## config.mk

```make
export PLATFORM = sky130hd
export DESIGN_NAME = ysyx_24110006_mdu_flat
export DESIGN_NICKNAME = d
export VERILOG_FILES = /design/src/rtl/ysyx_24110006_mdu_pkg.sv /design/src/rtl/ysyx_24110006_mdu_if.sv /design/src/rtl/ysyx_24110006_mdu_div_iter.sv /design/src/rtl/ysyx_24110006_mdu.sv /design/src/flat_wrapper.sv
export SDC_FILE = /design/constraint.sdc
export NUM_CORES = 1
export LEC_CHECK = 0
export BUFFER_PORTS_ARGS = -buffer_cell sky130_fd_sc_hd__buf_2
export CAP_MARGIN = 25
export CORE_ASPECT_RATIO = 0.75
export CORE_UTILIZATION = 40
export CTS_CLUSTER_SIZE = 24
export DETAILED_ROUTE_END_ITERATION = 16
export GPL_TIMING_DRIVEN = 0
export PLACE_DENSITY = 0.68
export SLEW_MARGIN = 25
export SYNTH_ARGS = -nofsm -noshare
export SYNTH_HDL_FRONTEND = slang
export SYNTH_HIERARCHICAL = 1
export SYNTH_SLANG_ARGS = --single-unit
```

## constraint.sdc

```tcl
create_clock -name i_clock -period 7.1 [get_ports i_clock]
set_input_delay 0.355 -clock i_clock [delete_from_list [all_inputs] [get_ports i_clock]]
set_output_delay 0.355 -clock i_clock [all_outputs]
set_load 0.02 [all_outputs]
```

## src/rtl/ysyx_24110006_mdu_pkg.sv

```systemverilog
// ysyx_24110006_mdu_pkg: shared RV32M funct3 encodings, FSM states and operand-signedness helpers
package ysyx_24110006_mdu_pkg;
  typedef enum logic [2:0] {
    F_MUL    = 3'b000,
    F_MULH   = 3'b001,
    F_MULHSU = 3'b010,
    F_MULHU  = 3'b011,
    F_DIV    = 3'b100,
    F_DIVU   = 3'b101,
    F_REM    = 3'b110,
    F_REMU   = 3'b111
  } func_e;
  typedef enum logic [1:0] {S_IDLE, S_MUL, S_DIV, S_DONE} state_e;
  function automatic logic sgn_a(func_e f);
    return f inside {F_MULH, F_MULHSU, F_DIV, F_REM};
  endfunction
  function automatic logic sgn_b(func_e f);
    return f inside {F_MULH, F_DIV, F_REM};
  endfunction
endpackage

```

## src/rtl/ysyx_24110006_mdu_if.sv

```systemverilog
// ysyx_24110006_mdu_if: request/result handshake bundle of the MDU
// slave = MDU side; master = pipeline side (issues i_*, receives o_*)
interface ysyx_24110006_mdu_if #(
  parameter int XLEN = 32,
  parameter int TAG_W = 5
);
  logic i_valid, o_ready, i_flush, o_valid, i_ready, o_busy;
  logic [2:0] i_func;
  logic [XLEN-1:0] i_src1, i_src2, o_result;
  logic [TAG_W-1:0] i_rd, o_rd;
  modport slave (
    input i_valid, i_func, i_src1, i_src2, i_rd, i_flush, i_ready,
    output o_ready, o_valid, o_result, o_rd, o_busy
  );
  modport master (
    output i_valid, i_func, i_src1, i_src2, i_rd, i_flush, i_ready,
    input o_ready, o_valid, o_result, o_rd, o_busy
  );
endinterface

```

## src/rtl/ysyx_24110006_mdu_div_iter.sv

```systemverilog
// ysyx_24110006_DIV_ITER: magnitude restoring divider step plus iteration counter
// i_start loads operands and clears the counter; i_step advances one bit; o_quot/o_rem are the post-step values
module ysyx_24110006_DIV_ITER #(
  parameter int XLEN = 32,
  parameter int CW = 6
) (
  input  logic            i_clock,
  input  logic            i_reset,
  input  logic            i_start,
  input  logic            i_step,
  input  logic [XLEN-1:0] i_dividend,
  input  logic [XLEN-1:0] i_divisor,
  output logic [XLEN-1:0] o_quot,
  output logic [XLEN-1:0] o_rem,
  output logic [CW-1:0]   o_cnt
);
  logic [XLEN-1:0] q_q, q_d, r_q, r_d, d_q, d_d, diff;
  logic [CW-1:0] cnt_q, cnt_d;
  logic [XLEN:0] shifted;
  logic ge;
  always_comb begin
    shifted = {r_q, q_q[XLEN-1]};
    ge = shifted >= {1'b0, d_q};
    diff = shifted[XLEN-1:0] - d_q;
    o_rem = ge ? diff : shifted[XLEN-1:0];
    o_quot = {q_q[XLEN-2:0], ge};
    q_d = i_start ? i_dividend : i_step ? o_quot : q_q;
    r_d = i_start ? '0 : i_step ? o_rem : r_q;
    d_d = i_start ? i_divisor : d_q;
    cnt_d = i_start ? '0 : (i_step && cnt_q != CW'(XLEN)) ? cnt_q + 1'b1 : cnt_q;
  end
  always_ff @(posedge i_clock or posedge i_reset)
    if (i_reset) begin
      q_q <= '0;
      r_q <= '0;
      d_q <= '0;
      cnt_q <= '0;
    end else begin
      q_q <= q_d;
      r_q <= r_d;
      d_q <= d_d;
      cnt_q <= cnt_d;
    end
  assign o_cnt = cnt_q;
endmodule

```

## src/rtl/ysyx_24110006_mdu.sv

```systemverilog
// ysyx_24110006_mdu: RV32M multiply/divide unit, iterative (or single-cycle multiply) with valid/ready handshake
// ports: i_clock, i_reset (async active high), bus (slave: request, flush, result handshake, busy)
module ysyx_24110006_mdu
  import ysyx_24110006_mdu_pkg::*;
#(
  parameter int XLEN = 32,
  parameter int TAG_W = 5,
  parameter int FAST_MUL = 0
) (
  input logic i_clock,
  input logic i_reset,
  ysyx_24110006_mdu_if.slave bus
);
  localparam int CW = $clog2(XLEN) + 1;
  function automatic logic [XLEN-1:0] mag(logic [XLEN-1:0] x, logic s);
    return (s && x[XLEN-1]) ? -x : x;
  endfunction
  function automatic logic [XLEN-1:0] mul_res(func_e f, logic [2*XLEN-1:0] p, logic n);
    logic [2*XLEN-1:0] s;
    s = n ? -p : p;
    return f == F_MUL ? s[XLEN-1:0] : s[2*XLEN-1:XLEN];
  endfunction
  state_e state_q, state_d;
  func_e func_q, func_d, f_in;
  logic [XLEN-1:0] src1_q, src1_d, src2_q, src2_d, res_q, res_d;
  logic [TAG_W-1:0] rd_q, rd_d;
  logic [2*XLEN-1:0] prod_q, prod_d, fast_prod, step_prod;
  logic [XLEN:0] mul_sum;
  logic [XLEN-1:0] ma_in, mb_in, ma, q_nxt, r_nxt, quot, rem, div_res, spec_res;
  logic [CW-1:0] cnt;
  logic accept, neg_in, neg, last, div_zero, div_ovf;
  assign f_in = func_e'(bus.i_func);
  assign accept = bus.i_valid && state_q == S_IDLE && !bus.i_flush;
  // both datapaths work on magnitudes; the sign is reapplied when the result is captured
  assign ma_in = mag(bus.i_src1, sgn_a(f_in));
  assign mb_in = mag(bus.i_src2, sgn_b(f_in));
  assign neg_in = (sgn_a(f_in) && bus.i_src1[XLEN-1]) ^ (sgn_b(f_in) && bus.i_src2[XLEN-1]);
  assign fast_prod = {{XLEN{1'b0}}, ma_in} * {{XLEN{1'b0}}, mb_in};
  assign ma = mag(src1_q, sgn_a(func_q));
  assign neg = (sgn_a(func_q) && src1_q[XLEN-1]) ^ (sgn_b(func_q) && src2_q[XLEN-1]);
  // prod_q = {partial sum, remaining multiplier bits}; add multiplicand on LSB, then shift right
  assign mul_sum = {1'b0, prod_q[2*XLEN-1:XLEN]} + (prod_q[0] ? {1'b0, ma} : '0);
  assign step_prod = {mul_sum, prod_q[XLEN-1:1]};
  assign last = cnt == CW'(XLEN - 1);
  assign div_zero = src2_q == '0;
  assign div_ovf = sgn_b(func_q) && src1_q == {1'b1, {(XLEN-1){1'b0}}} && &src2_q;
  assign quot = neg ? -q_nxt : q_nxt;
  assign rem = (sgn_a(func_q) && src1_q[XLEN-1]) ? -r_nxt : r_nxt;
  assign div_res = func_q[1] ? rem : quot;
  assign spec_res = div_zero ? (func_q[1] ? src1_q : '1) : (func_q[1] ? '0 : src1_q);
  ysyx_24110006_DIV_ITER #(.XLEN(XLEN), .CW(CW)) u_div (
    .i_clock    (i_clock),
    .i_reset    (i_reset),
    .i_start    (accept),
    .i_step     (state_q == S_MUL || state_q == S_DIV),
    .i_dividend (ma_in),
    .i_divisor  (mb_in),
    .o_quot     (q_nxt),
    .o_rem      (r_nxt),
    .o_cnt      (cnt)
  );
  always_comb begin
    state_d = state_q;
    func_d = func_q;
    src1_d = src1_q;
    src2_d = src2_q;
    rd_d = rd_q;
    res_d = res_q;
    prod_d = prod_q;
    case (state_q)
      S_IDLE:
        if (accept) begin
          func_d = f_in;
          src1_d = bus.i_src1;
          src2_d = bus.i_src2;
          rd_d = bus.i_rd;
          prod_d = {{XLEN{1'b0}}, mb_in};
          if (!f_in[2] && FAST_MUL != 0) begin
            state_d = S_DONE;
            res_d = mul_res(f_in, fast_prod, neg_in);
          end else state_d = f_in[2] ? S_DIV : S_MUL;
        end
      S_MUL: begin
        prod_d = step_prod;
        if (last) begin
          state_d = S_DONE;
          res_d = mul_res(func_q, step_prod, neg);
        end
      end
      S_DIV:
        if (div_zero || div_ovf) begin
          state_d = S_DONE;
          res_d = spec_res;
        end else if (last) begin
          state_d = S_DONE;
          res_d = div_res;
        end
      S_DONE: state_d = bus.i_ready ? S_IDLE : S_DONE;
    endcase
    if (bus.i_flush) state_d = S_IDLE;
  end
  always_ff @(posedge i_clock or posedge i_reset)
    if (i_reset) begin
      state_q <= S_IDLE;
      func_q <= F_MUL;
      src1_q <= '0;
      src2_q <= '0;
      rd_q <= '0;
      res_q <= '0;
      prod_q <= '0;
    end else begin
      state_q <= state_d;
      func_q <= func_d;
      src1_q <= src1_d;
      src2_q <= src2_d;
      rd_q <= rd_d;
      res_q <= res_d;
      prod_q <= prod_d;
    end
  assign bus.o_ready = state_q == S_IDLE;
  assign bus.o_valid = state_q == S_DONE;
  assign bus.o_busy = state_q != S_IDLE;
  assign bus.o_result = res_q;
  assign bus.o_rd = rd_q;
endmodule

```

## src/flat_wrapper.sv

```systemverilog
// flat-port wrapper written by rule: the top's interface ports become plain ports
module ysyx_24110006_mdu_flat import ysyx_24110006_mdu_pkg::*;
#(
  parameter int XLEN = 32,
  parameter int TAG_W = 5,
  parameter int FAST_MUL = 0
)
  (i_clock, i_reset, bus_i_valid, bus_i_func, bus_i_src1, bus_i_src2, bus_i_rd, bus_i_flush, bus_i_ready, bus_o_ready, bus_o_valid, bus_o_result, bus_o_rd, bus_o_busy);
  ysyx_24110006_mdu_if #(.XLEN(XLEN), .TAG_W(TAG_W)) bus_i ();
  input logic i_clock;
  input logic i_reset;
  input wire logic [$bits(bus_i.i_valid)-1:0] bus_i_valid;
  input wire logic [$bits(bus_i.i_func)-1:0] bus_i_func;
  input wire logic [$bits(bus_i.i_src1)-1:0] bus_i_src1;
  input wire logic [$bits(bus_i.i_src2)-1:0] bus_i_src2;
  input wire logic [$bits(bus_i.i_rd)-1:0] bus_i_rd;
  input wire logic [$bits(bus_i.i_flush)-1:0] bus_i_flush;
  input wire logic [$bits(bus_i.i_ready)-1:0] bus_i_ready;
  output wire logic [$bits(bus_i.o_ready)-1:0] bus_o_ready;
  output wire logic [$bits(bus_i.o_valid)-1:0] bus_o_valid;
  output wire logic [$bits(bus_i.o_result)-1:0] bus_o_result;
  output wire logic [$bits(bus_i.o_rd)-1:0] bus_o_rd;
  output wire logic [$bits(bus_i.o_busy)-1:0] bus_o_busy;
  assign bus_i.i_valid = bus_i_valid;
  assign bus_i.i_func = bus_i_func;
  assign bus_i.i_src1 = bus_i_src1;
  assign bus_i.i_src2 = bus_i_src2;
  assign bus_i.i_rd = bus_i_rd;
  assign bus_i.i_flush = bus_i_flush;
  assign bus_i.i_ready = bus_i_ready;
  assign bus_o_ready = bus_i.o_ready;
  assign bus_o_valid = bus_i.o_valid;
  assign bus_o_result = bus_i.o_result;
  assign bus_o_rd = bus_i.o_rd;
  assign bus_o_busy = bus_i.o_busy;
  ysyx_24110006_mdu #(.XLEN(XLEN), .TAG_W(TAG_W), .FAST_MUL(FAST_MUL)) u_core (.i_clock(i_clock), .i_reset(i_reset), .bus(bus_i));
endmodule
```

=== After elaboration in Yosys (flattened, before gate mapping) ===
Cells that the tools add are included.

* Bits of input ports: 77
* Logic and storage cells: 100
* Output and inout port bits: 40
* Register bits: 272

* Muxes and demuxes: 32
* Eq/ne operators: 18
* Add/sub/neg operators: 9
* Bitwise logic cells: 1
* Reductions and logical operators: 28
* Magnitude comparators: 1

{| class="wikitable"
|+ Operator list
! cell !! number
|-
| 32-bit two-way mux || 19
|-
| 32-bit negator || 5
|-
| 64-bit two-way mux || 2
|-
| 64-bit one-hot mux with 2 select lines || 1
|-
| 64-bit negator || 1
|-
| 32-bit one-hot mux with 2 select lines || 1
|-
| 32-bit by 33-bit adder with 33-bit output || 1
|-
| 33-bit by 32-bit greater-or-equal comparator with 1-bit output || 1
|-
| 32-bit equality test (second input constant) || 1
|-
| 32-bit zero test || 1
|-
| 32-bit AND reduction || 1
|-
| 32-bit subtractor || 1
|-
| 3-bit equality test (second input constant) || 4
|-
| 2-bit two-way mux || 6
|-
| 6-bit two-way mux || 2
|-
| 2-bit nonzero test || 5
|-
| 1-bit logical AND || 9
|-
| 2-bit one-hot mux with 4 select lines || 1
|-
| 4-bit nonzero test || 2
|-
| 6-bit by 1-bit adder with 6-bit output (second input constant) || 1
|-
| 3-bit by 1-bit equality test with 1-bit output (second input constant) || 2
|-
| 3-bit by 2-bit equality test with 1-bit output (second input constant) || 2
|-
| 6-bit by 5-bit equality test with 1-bit output (second input constant) || 1
|-
| 3-bit by 2-bit inequality test with 1-bit output (second input constant) || 2
|-
| 12 further kinds || 17
|}

=== Depth between registers and ports, before layout ===
Gate-level depths: netlist of run 1.

* Word-level depth: 11
* Mapped depth: 26
* Gate-level depth less buffers: 23

=== Hierarchy ===
Netlist of run 1, hierarchy kept.

{| class="wikitable"
|+ Modules (own cells, without submodules)
! module !! cells each !! instances !! seq. area each (µm²) !! area each (µm²)
|-
| ysyx_24110006_mdu || 2012 || 1 || 4254.1 || 14984.4
|-
| ysyx_24110006_DIV_ITER || 816 || 1 || 2552.4 || 7050.5
|}

=== Worst setup path before layout of run 1 ===
No wires, ideal clock.

* Path type: register -> register
* From: reg u_core.func_q[1]
* To: reg u_core.res_q[20], in the netlist u_core/bus.o_result[20]
* Required time: 6964 ps
* Clock period less this slack: 5565 ps
* Setup time: 136 ps
* Path buffers: 5
* Setup slack: 1535 ps
* Cell stages (with the launch flop): 23
* Data arrival time: 5429 ps
* Path through: dfrtp_1 -> clkbuf_1 -> inv_1 -> nand2_1 -> and3_1 -> clkbuf_1 -> buf_1 -> o41ai_1 -> xnor2_1 -> and2_1 -> ha_1 -> clkbuf_1 -> nand4_1 -> a2111oi_0 -> nor2_1 -> xnor2_1 -> or3_1 -> clkbuf_1 -> or4b_1 -> o31a_1 -> xnor2_1 -> a211oi_1 -> o31ai_1

* Cells in the longest elaborated chain, start to end: 11
* Elaborated cells on any way between the ends: 31
* Those cells by class: 2 x add/sub; 5 x eq/ne; 14 x mux; 1 x bitwise; 9 x reduce/logical

{| class="wikitable"
|+ RTL lines
! what !! line !! source
|-
| start, declared || ysyx_24110006_mdu.sv:24 || <nowiki>func_e func_q, func_d, f_in;</nowiki>
|-
| start signal, assigned || ysyx_24110006_mdu.sv:113 || <nowiki>func_q <= func_d;</nowiki>
|-
| 3-bit by 1-bit equality test with 1-bit output (tied with other cells) || ysyx_24110006_mdu_pkg.sv:15, ysyx_24110006_mdu_pkg.sv:18 ||
|-
| 4-bit nonzero test || ysyx_24110006_mdu_pkg.sv:15 || <nowiki>return f inside {F_MULH, F_MULHSU, F_DIV, F_REM};</nowiki>
|-
| 1-bit logical AND || ysyx_24110006_mdu.sv:16, ysyx_24110006_mdu.sv:40, ysyx_24110006_mdu.sv:48 ||
|-
| 32-bit two-way mux || ysyx_24110006_mdu.sv:16 || <nowiki>return (s && x[XLEN-1]) ? -x : x;</nowiki>
|-
| 32-bit two-way mux || ysyx_24110006_mdu.sv:42 || <nowiki>assign mul_sum = {1'b0, prod_q[2*XLEN-1:XLEN]} + (prod_q[0] ? {1'b0, ma} : '0);</nowiki>
|-
| 32-bit by 33-bit adder with 33-bit output || ysyx_24110006_mdu.sv:42 ||
|-
| 64-bit negator || ysyx_24110006_mdu.sv:20 || <nowiki>s = n ? -p : p;</nowiki>
|-
| 64-bit two-way mux || ysyx_24110006_mdu.sv:20 ||
|-
| 32-bit two-way mux || ysyx_24110006_mdu.sv:21 || <nowiki>return f == F_MUL ? s[XLEN-1:0] : s[2*XLEN-1:XLEN];</nowiki>
|-
| 32-bit two-way mux || ysyx_24110006_mdu.sv:85 || <nowiki>if (last) begin</nowiki>
|-
| 32-bit one-hot mux with 2 select lines || ysyx_24110006_mdu.sv:70 || <nowiki>case (state_q)</nowiki>
|-
| end signal, assigned || ysyx_24110006_mdu.sv:117 || <nowiki>res_q <= res_d;</nowiki>
|-
| end, declared || ysyx_24110006_mdu.sv:25 || <nowiki>logic [XLEN-1:0] src1_q, src1_d, src2_q, src2_d, res_q, res_d;</nowiki>
|}

Parallel ways exist; a longest one is shown, timed or not. The select of a mux whose other input is x is not followed.
A chain may end at the register's enable or synchronous reset.

=== Worst setup path in the final report of run 1 ===
* From: reg u_core.func_q[1]
* To: reg u_core.res_q[26], in the netlist u_core/bus.o_result[26]

Same word-level chain as after synthesis.

==> impl_metrics.json, run 1 <==
{
  "min_path_cells": 3,
  "areaGrowthSynthToFinish_pct": 12.7,
  "max-cap-violations": 0,
  "antenna_found_initial": 5,
  "drc": 0,
  "status": "finished, final reports clean",
  "detail-route-antenna-nets": 0,
  "start_util": 0.405,
  "crit_fanout": 10,
  "port_buffers": 116,
  "clk_latency_ns": 0.60,
  "core_area_sq_um": 54400,
  "clk_pin_slew_ns": 0.07,
  "holdCritPathClass": "primary input to register",
  "nNetsFinal": 3144,
  "yosysSeqAreaShare": 0.309,
  "synth.avg_cell_area_sq_um": 7.79,
  "dp_hpwl_microns": 66900,
  "drive_gt1_frac": 0.0983,
  "yosysTopAreaCellShare": 0.309,
  "synth_top_family_by_area": "simple AND/OR/NAND/NOR gates",
  "avgViaCountPerCell": 5.97,
  "rows": 74,
  "synth_cell_types": 99,
  "fin_crit_ns": 6.91,
  "gp_congestion": 1.03,
  "fin_crit_sh": 0.973,
  "root_buffer": "clkbuf_16",
  "dieArea_sq_um": 56000,
  "clock_path_buffers": 3,
  "fin_worst_skew_ns": 0.0212,
  "slowest_delay_ns": 0.62,
  "synthMuxAreaShare": 0.0351,
  "vias": 22300,
  "final_cell_mix": "497 x nand2_1, 272 x dfrtp_1, 231 x nor2_1",
  "cts_tree": "yes",
  "grt_pass1_vias": 20300,
  "die-height_microns": 205,
  "syn-instance-count": 2828,
  "crit_path_frequent_cell": "clkbuf_1",
  "io_pins": 117,
  "synth_edf_count": 0,
  "drtIter0Drc": 2639,
  "wl_per_cell_microns": 22.4,
  "grt_pass1_wl_microns": 124000,
  "fmax_mhz": 145,
  "r2r-end": "u_core/bus.o_result[26]$_DFFE_PP0P_",
  "ys.flop_type": "dfrtp_1",
  "synth_area_leaders": "dfrtp_1 31%, nand2_1 8.5%, xnor2_1 5.0%",
  "hold_start": "bus_i_src1[15]",
  "synth_fp_nets": 2983,
  "syn-cell-area_sq_um": 22000,
  "ys_seq_elements": 272,
  "overflow": 0,
  "async_flop_share": 1.00,
  "slew_headroom": 0.219,
  "cts_buffers": 29,
  "grt_usage": 0.291,
  "grt_max_degree": 79,
  "post-route-util": 0.456,
  "synth_compound_area_frac": 0.224,
  "drv_slew": 0,
  "cts_setup_buffers": 0,
  "rsz0062_at_grt": "false",
  "synthXorXnorAreaFrac": 0.0886,
  "crit_arrival_ns": 7.34,
  "ff2ff_setup_slack_ns": 0.19,
  "path_cells": "clkbuf_1, inv_1, nand2_2, and3_1, clkbuf_2, clkbuf_2, o21ai_0, xnor2_1, and2_1, ha_1, clkbuf_1, a41o_1, a21oi_1, o311ai_2, nor2_1, xnor2_1, or3_1, clkbuf_1, or4b_1, o41ai_2, o211ai_1, a21oi_1, o21ai_1",
  "cts_num_sinks": 272,
  "cp-end-kind": "register",
  "yosysTopAreaCell": "dfrtp_1",
  "critical_path_class": "register to register",
  "hold_viol_final": 0,
  "required_ns": 7.53,
  "cp_slowest_cell": "or4b_1",
  "setup_viol": 0,
  "layout_commonest_cell": "nand2_1",
  "die_w_microns": 273,
  "worst_pin_slew_ns": 1.17,
  "drt-pass1-iter-count": 6,
  "cts-htree-levels": 1,
  "r2r-start": "u_core/func_q[1]$_DFFE_PP0P_",
  "worstSetupStartpointType": "register",
  "min_to": "u_core/src1_q[15]$_DFFE_PP0P_",
  "r2r_cells": 23,
  "routed_wl_microns": 83800,
  "synth_adder_area_share": 0.0581,
  "yosysWarnings": 6,
  "synth_simple_gate_area_share": 0.230
}
metal layers:
layer	up-vias	track usage	share of wire
met2	1092	0.389	0.38
met4	8	0.0559	0.019
li1	10400	-	-
met3	112	0.119	0.14
met1	10700	0.428	0.45
met5	-	0.0123	0.0012
cells in the mapped netlist (all sizes together) (8+ instances only):
| cell | n |
|---|---|
| and3 | 16 |
| a31oi | 39 |
| nand2 | 498 |
| mux2i | 44 |
| mux2 | 28 |
| maj3 | 29 |
| o211ai | 16 |
| o311ai | 10 |
| a21boi | 8 |
| a21o | 29 |
| or4 | 23 |
| inv | 79 |
| o41ai | 21 |
| nor2b | 10 |
| nor2 | 232 |
| xor2 | 96 |
| o31ai | 37 |
| xnor2 | 126 |
| ha | 76 |
| nand3 | 52 |
| dfrtp | 272 |
| nor4 | 36 |
| buf | 49 |
| nand2b | 20 |
| nand4 | 32 |
| a22o | 17 |
| and2 | 40 |
| or3 | 36 |
| a311oi | 8 |
| clkbuf | 150 |
| a211o | 8 |
| a21oi | 161 |
| o21a | 35 |
| a211oi | 39 |
| o21ai | 252 |
| nor3 | 78 |
| o22ai | 31 |
stage by stage:
stage	std cells	worst slack [ns]	setup TNS, ns	cell area [sq um]	hold WS [ns]
2_1_floorplan	2828	1.54	0	22000	0.421
3_3_place_gp	3666	-0.551	-63.28	23500	0.455
3_5_place_dp	3669	-0.456	-2.21	23600	0.384
4_1_cts	3735	0.0103	0	24800	0.00167
5_1_grt	3735	0.0112	0	24800	0.0315
6_report	3736	0.189	0	24800	0.0174
flip-flops by register name, summed over array words and instances, names as in the netlist:
name                 count
u_core/u_div/d_q        32
u_core/u_div/r_q        32
u_core/bus.o_rd          5
u_core/state_q           2
u_core/func_q            3
u_core/u_div/q_q        32
u_core/bus.o_result     32
u_core/src1_q           32
u_core/src2_q           32
u_core/u_div/o_cnt       6
u_core/prod_q           64
cells by family after synthesis:
| kind of cell | after synthesis |
|---|---|
| flip-flops | 272 |
| XOR/XNOR | 222 |
| adder cells (fa/ha/maj) | 107 |
| buffers and inverters | 280 |
| AO/OA/AOI/OAI | 769 |
| AND/OR/NAND/NOR | 1106 |
| multiplexers | 72 |
critical path: cells and delay by family, from the launching register on:
family | cells | cell delay [ns]
compound gates | 8 | 2.08
simple gates | 6 | 2.01
buf+inv | 6 | 1.64
xor+xnor | 2 | 0.37
flops | 1 | 0.34
fa+ha+maj | 1 | 0.30
cell type report:
cell class              count  area (sq um)
diodes                      2          5.00
well taps                 722           903
clock buffers              32           767
fillers                  5527         29600
multi-input cells        2276         14100
plain buffers             198           911
repair buffers            131           783
inverters                  81           317
flip-flops and latches    272          6810
clock inverters            22           270
worst max path at each step:
stage	startpoint	end	slack [ns]	cells after the start
2_1_floorplan	u_core/func_q[1]$_DFFE_PP0P_	u_core/bus.o_result[20]$_DFFE_PP0P_	1.54	22
3_3_place_gp	u_core/func_q[1]$_DFFE_PP0P_	u_core/bus.o_result[20]$_DFFE_PP0P_	-0.55	19
3_5_place_dp	u_core/func_q[1]$_DFFE_PP0P_	u_core/bus.o_result[20]$_DFFE_PP0P_	-0.46	19
4_1_cts	u_core/func_q[1]$_DFFE_PP0P_	u_core/bus.o_result[20]$_DFFE_PP0P_	0.01	23
5_1_grt	u_core/func_q[1]$_DFFE_PP0P_	u_core/bus.o_result[20]$_DFFE_PP0P_	0.01	23
6_report	u_core/func_q[1]$_DFFE_PP0P_	u_core/bus.o_result[26]$_DFFE_PP0P_	0.19	23
what timing repair did:
item,in CTS,in global routing
setup endpoints to repair,15,15
hold endpoints to repair,76,0
hold buffers,12,0
gates resized for setup,5,13
gates cloned,0,0
Power of run 1 is not shown: default switching activity piles up to over one toggle a cycle in this logic, so the estimate is an artifact.
==> run 2, diff against run 1 <==
- CORE_ASPECT_RATIO: 0.75 -> 0.7
==> run 2 against run 1 <==
Compared with the run above:
- setup slack better by 0.023 ns
- wire length increased by 0.35%
- die area about the same
- count of clock-buffer cells in the layout increased by 4
==> impl_metrics.json, run 2 (synthesis results as in run 1) <==
{
  "status": "finished, final reports clean",
  "layout_commonest_cell": "nand2_1",
  "port_buffers": 116,
  "overflow": 0,
  "clk_pin_slew_ns": 0.07,
  "clock_path_buffers": 3,
  "fmax_mhz": 145,
  "clk_latency_ns": 0.58,
  "required_ns": 7.52,
  "final_cell_mix": "497 x nand2_1, 272 x dfrtp_1, 231 x nor2_1",
  "core_area_sq_um": 54100,
  "avgViaCountPerCell": 6.03,
  "slew_headroom": 0.265,
  "drt-pass1-iter-count": 6,
  "drive_gt1_frac": 0.0957,
  "worst_pin_slew_ns": 1.10,
  "routed_wl_microns": 84100,
  "fillCellCount": 5370,
  "cp-end-kind": "register",
  "vias": 22600,
  "drv_slew": 0,
  "cts_num_sinks": 272,
  "rows": 71,
  "worstSetupStartpointType": "register",
  "regMostFlops": "u_core/prod_q",
  "cts_tree": "yes",
  "cp_slowest_cell": "or4b_1",
  "grt_pass1_vias": 19900,
  "grt_usage": 0.294,
  "max-cap-violations": 0,
  "antenna_found_initial": 4,
  "grt_pass1_wl_microns": 124000,
  "crit_fanout": 10,
  "fin_worst_skew_ns": 0.0142,
  "dp_slack_ns": -0.180,
  "fin_area_sq_um": 24800,
  "place_area_sq_um": 23600,
  "io_pins": 117,
  "drtIter0Drc": 3143,
  "start_util": 0.407,
  "hold_viol_final": 0,
  "cts_buffers": 28,
  "die-height_microns": 198,
  "worst-path-buf-inv": 6,
  "die_w_microns": 283,
  "fin_crit_ns": 6.89,
  "areaGrowthSynthToFinish_pct": 12.4,
  "root_buffer": "clkbuf_16",
  "drc": 0,
  "gp_congestion": 1.04,
  "grt_max_degree": 88,
  "wl_per_cell_microns": 22.5,
  "rsz0062_at_grt": "false",
  "cp_top_family": "simple AND/OR/NAND/NOR gates",
  "crit_arrival_ns": 7.30,
  "fin_crit_sh": 0.970,
  "path_cells": "clkbuf_1, inv_1, nand2_2, and3_1, clkbuf_2, clkbuf_2, o41ai_1, xnor2_1, and2_1, ha_1, clkbuf_1, a41o_1, a21oi_1, o311ai_2, nor2_1, xnor2_1, or3_1, clkbuf_1, or4b_1, o31a_1, xnor2_1, a211oi_1, o31ai_1",
  "setup_viol": 0,
  "dieArea_sq_um": 56000,
  "detail-route-antenna-nets": 0,
  "critical_path_class": "register to register",
  "holdCritPathClass": "primary input to register",
  "setup_ws_ns": 0.212,
  "cts-htree-levels": 1,
  "slowest_delay_ns": 0.62,
  "post-route-util": 0.458,
  "nNetsFinal": 3141,
  "cts_setup_buffers": 0,
  "largest_register_ffs": 64,
  "dp_hpwl_microns": 66800
}
-- run 2: timing repair --
action | 4_1_cts | 5_1_grt
hold buffers | 11 | 0
resized for setup | 7 | 6
hold endpoints to repair | 127 | 0
endpoints found under the setup margin | 5 | 15
-- run 2: area by class of cell --
class                   count  area [sq um]  area share
repair buffers            129           746      0.0301
clock inverters            16           223     0.00899
inverters                  81           317      0.0128
flip-flops and latches    272          6810       0.275
multi-input cells        2276         14100       0.568
plain buffers             198           910      0.0367
clock buffers              36           792      0.0320
diodes                      2          5.00    0.000202
well taps                 730           913      0.0369
-- run 2: final timing paths --
kind	startpoint	end	depth (start not counted)	slack (ns)
min	bus_i_src1[8]	u_core/src1_q[8]$_DFFE_PP0P_	3	0.009
max reg2reg	u_core/func_q[1]$_DFFE_PP0P_	u_core/bus.o_result[20]$_DFFE_PP0P_	23	0.21
max in group asynchronous	i_reset	u_core/func_q[2]$_DFFE_PP0P_	4	5.72
min in group asynchronous	i_reset	u_core/u_div/o_cnt[3]$_DFFE_PP0P_	3	0.37
min reg2reg	u_core/bus.o_result[0]$_DFFE_PP0P_	u_core/bus.o_result[0]$_DFFE_PP0P_	2	0.48
max	u_core/func_q[1]$_DFFE_PP0P_	u_core/bus.o_result[20]$_DFFE_PP0P_	23	0.21
-- run 2: worst register-to-register path: cells and delay by family (launching register included) --
family	cells	cell delay, ns
AND/OR/NAND/NOR	6	2.03
buffers and inverters	6	1.61
adder cells (fa/ha/maj)	1	0.30
flip-flops	1	0.32
XOR/XNOR	3	0.62
AO/OA/AOI/OAI	7	1.87
-- run 2: routing by layer --
metal  track usage  vias up  part of all wire
li1              -    10400                 -
met1         0.455    10800              0.47
met2         0.378     1271              0.38
met3         0.115       89              0.14
met4        0.0450        4             0.014
met5             0        -           0.00027
-- run 2: through the flow --
stage | setup TNS (ns) | instances | hold WS [ns]
6_report | 0 | 3740 | 0.00909
5_1_grt | 0 | 3740 | 0.0294
4_1_cts | 0 | 3739 | 0.000718
3_5_place_dp | -0.739 | 3676 | 0.422
3_3_place_gp | -53.67 | 3674 | 0.460
2_1_floorplan | 0 | 2828 | 0.421
Power of run 2 is left out for the same reason.
